===== src/rtl/fir_mac_filter.sv =====
// fir_mac_filter: single-multiplier sequential FIR with round-half-up, shift and range limit.
// Define FIR_SATURATE_EN to clamp the result; otherwise it wraps to DATA_W bits.
module fir_mac_filter #(
  parameter int                     DATA_W = 24,
  parameter int                     COEF_W = 16,
  parameter int                     TAPS   = 8,
  parameter logic [TAPS*COEF_W-1:0] COEFFS = '0,
  parameter int                     SHIFT  = 15
) (
  input  logic              i_clk,
  input  logic              i_rst_n,
  input  logic              i_en,
  input  logic [DATA_W-1:0] iv_din,
  input  logic              i_din_valid,
  output logic              o_ready,
  output logic [DATA_W-1:0] ov_dout,
  output logic              o_dout_valid,
  input  logic              i_ready
);

  localparam int ACC_W   = DATA_W + COEF_W + $clog2(TAPS);
  localparam int PROD_W  = DATA_W + COEF_W;
  localparam int CNT_W   = $clog2(TAPS);
  localparam int RND_POS = (SHIFT > 0) ? SHIFT - 1 : 0;
  localparam logic [ACC_W:0] RND = (SHIFT > 0) ? ((ACC_W+1)'(1) << RND_POS) : '0;
`ifdef FIR_SATURATE_EN
  localparam bit SAT_EN = 1'b1;
`else
  localparam bit SAT_EN = 1'b0;
`endif

  typedef enum logic [1:0] {S_IDLE, S_MAC, S_ROUND, S_OUTPUT} state_t;

  state_t                     r_state;
  state_t                     w_state_next;
  logic signed [DATA_W-1:0]   r_x [TAPS];
  logic signed [ACC_W-1:0]    r_acc;
  logic [CNT_W-1:0]           r_cnt;
  logic [DATA_W-1:0]          r_dout;

  logic signed [COEF_W-1:0]   w_coef [TAPS];
  logic signed [COEF_W-1:0]   w_coef_sel;
  logic signed [DATA_W-1:0]   w_x_sel;
  logic signed [PROD_W-1:0]   w_prod;
  logic signed [ACC_W-1:0]    w_prod_ext;
  logic signed [ACC_W:0]      w_sum;
  logic signed [ACC_W:0]      w_shr;
  logic [ACC_W-DATA_W+1:0]    w_hi;
  logic                       w_pos_ovf;
  logic                       w_neg_ovf;
  logic                       w_last;
  logic                       w_accept;
  logic [DATA_W-1:0]          w_result;

  genvar gi;
  generate
    for (gi = 0; gi < TAPS; gi++) begin : g_coef
      assign w_coef[gi] = COEFFS[gi*COEF_W +: COEF_W];
    end
  endgenerate

  assign w_accept   = (r_state == S_IDLE) & i_din_valid & i_en;
  assign w_last     = (r_cnt == CNT_W'(TAPS - 1));
  assign w_coef_sel = w_coef[r_cnt];
  assign w_x_sel    = r_x[r_cnt];
  assign w_prod     = w_coef_sel * w_x_sel;
  assign w_prod_ext = {{(ACC_W-PROD_W){w_prod[PROD_W-1]}}, w_prod};

  // One guard bit above the accumulator so adding the rounding constant cannot wrap.
  assign w_sum     = {r_acc[ACC_W-1], r_acc} + RND;
  assign w_shr     = w_sum >>> SHIFT;
  assign w_hi      = w_shr[ACC_W:DATA_W-1];
  assign w_pos_ovf = ~w_shr[ACC_W] & (|w_hi);
  assign w_neg_ovf = w_shr[ACC_W] & ~(&w_hi);

  always_comb begin
    w_result = w_shr[DATA_W-1:0];
    if (SAT_EN && w_pos_ovf) begin
      w_result = {1'b0, {(DATA_W-1){1'b1}}};
    end else if (SAT_EN && w_neg_ovf) begin
      w_result = {1'b1, {(DATA_W-1){1'b0}}};
    end
  end

  generate
    for (gi = 0; gi < TAPS; gi++) begin : g_tap
      if (gi == 0) begin : g_head
        always_ff @(posedge i_clk or negedge i_rst_n) begin
          if (!i_rst_n) begin
            r_x[gi] <= '0;
          end else if (w_accept) begin
            r_x[gi] <= iv_din;
          end
        end
      end else begin : g_shift
        always_ff @(posedge i_clk or negedge i_rst_n) begin
          if (!i_rst_n) begin
            r_x[gi] <= '0;
          end else if (w_accept) begin
            r_x[gi] <= r_x[gi-1];
          end
        end
      end
    end
  endgenerate

  always_comb begin
    w_state_next = r_state;
    case (r_state)
      S_IDLE:   if (i_din_valid) w_state_next = S_MAC;
      S_MAC:    if (w_last) w_state_next = S_ROUND;
      S_ROUND:  w_state_next = S_OUTPUT;
      S_OUTPUT: if (i_ready) w_state_next = S_IDLE;
      default:  w_state_next = S_IDLE;
    endcase
  end

  always_ff @(posedge i_clk or negedge i_rst_n) begin
    if (!i_rst_n) begin
      r_state <= S_IDLE;
      r_acc   <= '0;
      r_cnt   <= '0;
      r_dout  <= '0;
    end else if (i_en) begin
      r_state <= w_state_next;
      case (r_state)
        S_IDLE: begin
          if (i_din_valid) begin
            r_acc <= '0;
            r_cnt <= '0;
          end
        end
        S_MAC: begin
          r_acc <= r_acc + w_prod_ext;
          r_cnt <= w_last ? '0 : r_cnt + 1'b1;
        end
        S_ROUND: r_dout <= w_result;
        default: ;
      endcase
    end
  end

  // Ready is forced low while reset is held even though the state already reads IDLE.
  assign o_ready      = i_rst_n & (r_state == S_IDLE);
  assign o_dout_valid = (r_state == S_OUTPUT);
  assign ov_dout      = r_dout;

endmodule


===== config.mk =====
export PLATFORM = sky130hd
export DESIGN_NAME = fir_mac_filter
export DESIGN_NICKNAME = d
export VERILOG_FILES = /design/src/rtl/fir_mac_filter.sv
export SDC_FILE = /design/constraint.sdc
export NUM_CORES = 1
export LEC_CHECK = 0
export ABC_CLOCK_PERIOD_IN_PS = 1400
export BUFFER_PORTS_ARGS = -buffer_cell sky130_fd_sc_hd__buf_2
export CORE_MARGIN = 2
export CORE_UTILIZATION = 32
export CTS_BUF_LIST = sky130_fd_sc_hd__clkbuf_4 sky130_fd_sc_hd__clkbuf_8
export DETAILED_ROUTE_END_ITERATION = 8
export MAX_ROUTING_LAYER = met4
export PLACE_DENSITY = 0.77
export SYNTH_ARGS = -nofsm -noshare
export SYNTH_HDL_FRONTEND = slang
export SYNTH_SLANG_ARGS = --single-unit

===== constraint.sdc =====
create_clock -name i_clk -period 1.4 [get_ports i_clk]
set_clock_uncertainty 0.1 [all_clocks]
set_input_delay 0 -clock i_clk [delete_from_list [all_inputs] [get_ports i_clk]]
set_output_delay 0 -clock i_clk [all_outputs]
set_load 0.01 [all_outputs]

==> flow_summary.yaml <==
power:
  power_w: 0.00117
  p_per_area_mw_per_mm2: 1840
  peakVddDrop_v: 0.000704
  leakagePower_nw: 0.347
setup_path:
  critPathKind: "reg -> reg"
  crit_arrival_ps: 1520
  r2r_slack_ps: -90
  crit_path_top_delay_cell: "dfrtp_1"
  crit_fanout: 2
  cp_cell_sequence: "ha_2 -> ha_4 -> nand2b_4 -> o2111ai_4 -> mux2_4"
  reg2reg_depth: 5
  r2r_start: "r_cnt[0]"
  start_kind: "flip-flop"
  path_buf_inv: 0
  cp_top_family: "flip-flops"
  end_kind: "flip-flop"
  regToRegEndpoint: "r_state[1]"
  critical-path-max-stage-delay_ps: 370
  worstPathRequired_ps: 1430
floorplanning:
  dieWidth_microns: 44.7
  rows: 14
  core_sq_mm: 0.00152
  die_area_sq_mm: 0.00200
  start_util_pct: 34.8
  io_pins: 55
  die_height_microns: 44.7
logic_synthesis:
  seq_area_frac_synth_pct: 23.6
  synthTopCellsByCount: "buf_4 (24), ha_1 (7), dfrtp_1 (5)"
  synth_area_per_cell_sq_um: 10.0
  synth_top_area_share_pct: 34.0
  synth-edff-count: 0
  ys_top_cells_by_area: "buf_4 (34%), dfrtp_1 (24%), ha_1 (17%)"
  ys_ff_latch: 5
  syn-instance-count: 53
  synthArstFlopShare_pct: 100
  ys_warn_count: 0
  ys_types: 17
  synth_ff_type: "dfrtp_1"
  yosysMostFrequentCell: "buf_4"
  yosysTopAreaCell: "buf_4"
  syn_area_sq_um: 531
route:
  routed_wl_microns: 880
  ant_nets: 0
  first_iter_violations: 1
  wl_per_cell_microns: 10.2
  remaining_drc_errors: 0
  drt-pass1-iter-count: 2
  routed_via_density: 3.88
  dr_total_vias: 334
cts:
  clockBufferDepth: 2
  cts.clk_slew.worst_paths_ps: 50
  clkLatencyLatePin_ps: 250
  cts_tree: "done"
  cts_sinks: 5
  cts_max_level: 1
  cts_root_buf: "clkbuf_4"
  cts_buffers: 3
global_routing:
  track_usage_pct: 10.8
  antenna_found_initial: 0
  grt_max_degree: 7
  grt.overflow.total: 0
  grt_pass1_vias: 311
  grt_pass1_wl_mm: 1.39
final_layout:
  drive_above_1_share_pct: 44.3
  multiInputGateArea_sq_um: 353
  final_nets: 107
  area_growth_pct: 19.8
  diodes: 0
  regArea_sq_um: 125
  stdcell_area_sq_um: 636
  stdcell_count: 86
  num-fill-cells: 165
status:
  violations: "negative setup slack"
  status: "finished, violations left"
sta:
  max_freq_mhz: 673
  whs_ps: 11.7
  maxSlewViolCount: 0
  setup_tns_ps: -108
  finalSetupViolCount: 3
  rsz0062_at_grt: "true"
  fin_crit_sh_pct: 106
  finalHoldViolCount: 0
  min_period_ps: 1490
  setup_ws_ps: -85.3
placed_design:
  post_dp_cell_area_sq_um: 564
  gp_congestion: 0.676
  port_buffers: 6
  dp_hpwl_microns: 710
  place_inst: 79
min_path:
  hp-class: "in -> async"
flow_run:
  drv_cap: 0
## power by group
part           switching (W)  internal (W)  total (W)
logic               0.000320      0.000402   0.000721
registers          0.0000490      0.000205   0.000254
clock network      0.0000667      0.000128   0.000194
## cell type report
class | count | area share (%)
Timing Repair Buffer | 14 | 15.2
Tap cell | 16 | 3.15
Sequential cell | 5 | 19.7
Multi-Input combinational cell | 44 | 55.5
Clock buffer | 4 | 4.72
Inverter | 3 | 1.77
## sequential cells by signal, summed over array words and instances, names as in the netlist
| name | flops |
|---|---|
| r_cnt | 3 |
| r_state | 2 |
## kinds of logic after synthesis
group / Yosys count / share of synthesized area [%]
compound gates: 4 / 7.78
fa+ha+maj: 7 / 16.5
buf+inv: 27 / 36.1
flops: 5 / 23.6
mux: 3 / 6.13
other cells: 1 / 0.707
simple gates: 6 / 9.20
## worst max-delay path by stage
stage,startpoint,end,slack (ps),cells past startpoint
global placement,r_cnt[1],r_state[1],-40,5
detailed placement,r_cnt[1],r_state[1],-80,5
finish,r_cnt[0],r_state[1],-90,5
CTS,r_cnt[0],r_state[1],-70,5
floorplan,r_cnt[1],r_state[1],-30,5
global route,r_cnt[0],r_state[1],-140,5
## cell usage in the layout, fill, tap and decap left out, types with 2 or more instances in the layout
| cell | synthesis | layout |
|---|---|---|
| conb_1 | 1 | 24 |
| clkbuf_4 | 0 | 4 |
| ha_2 | 0 | 2 |
| inv_2 | 0 | 2 |
| ha_1 | 7 | 3 |
| buf_2 | 0 | 6 |
| dfrtp_1 | 5 | 5 |
| buf_4 | 24 | 6 |
| nand2b_4 | 1 | 2 |
| ha_4 | 0 | 2 |
## metrics by stage
step	setup slack [ps]	utilization [%]
after CTS	-74.2	39.8
after global placement	-35.7	37.0
final	-85.3	41.7
after detailed placement	-80.5	37.0
after global routing	-135	41.7
after floorplan	-32.9	-
## layer usage
metal / track usage, % / vias up / wire (microns) / part of all wire [%]
met5: - / - / 0 / 0
met4: 5.45 / 0 / 0 / 0
met3: 6.40 / 0 / 104 / 12
met2: 16.8 / 23 / 459 / 52
met1: 10.6 / 153 / 316 / 36
li1: - / 158 / - / -
## worst register-to-register path: cells and delay by family (launching register included)
family	cells	cell delay [ps]
flops	1	370
mux	1	320
fa+ha+maj	2	360
compound gates	1	80
simple gates	1	140
## repair_timing
item | CTS | global route
cloned | 0 | 0
pin swaps | 3 | 0
endpoints found under the setup margin | 4 | 5
resized for setup | 2 | 2
endpoints found under the hold margin | 5 | 0
buffers inserted | 0 | 2
hold buffers | 1 | 0
Power figures use the tool's default switching activity.
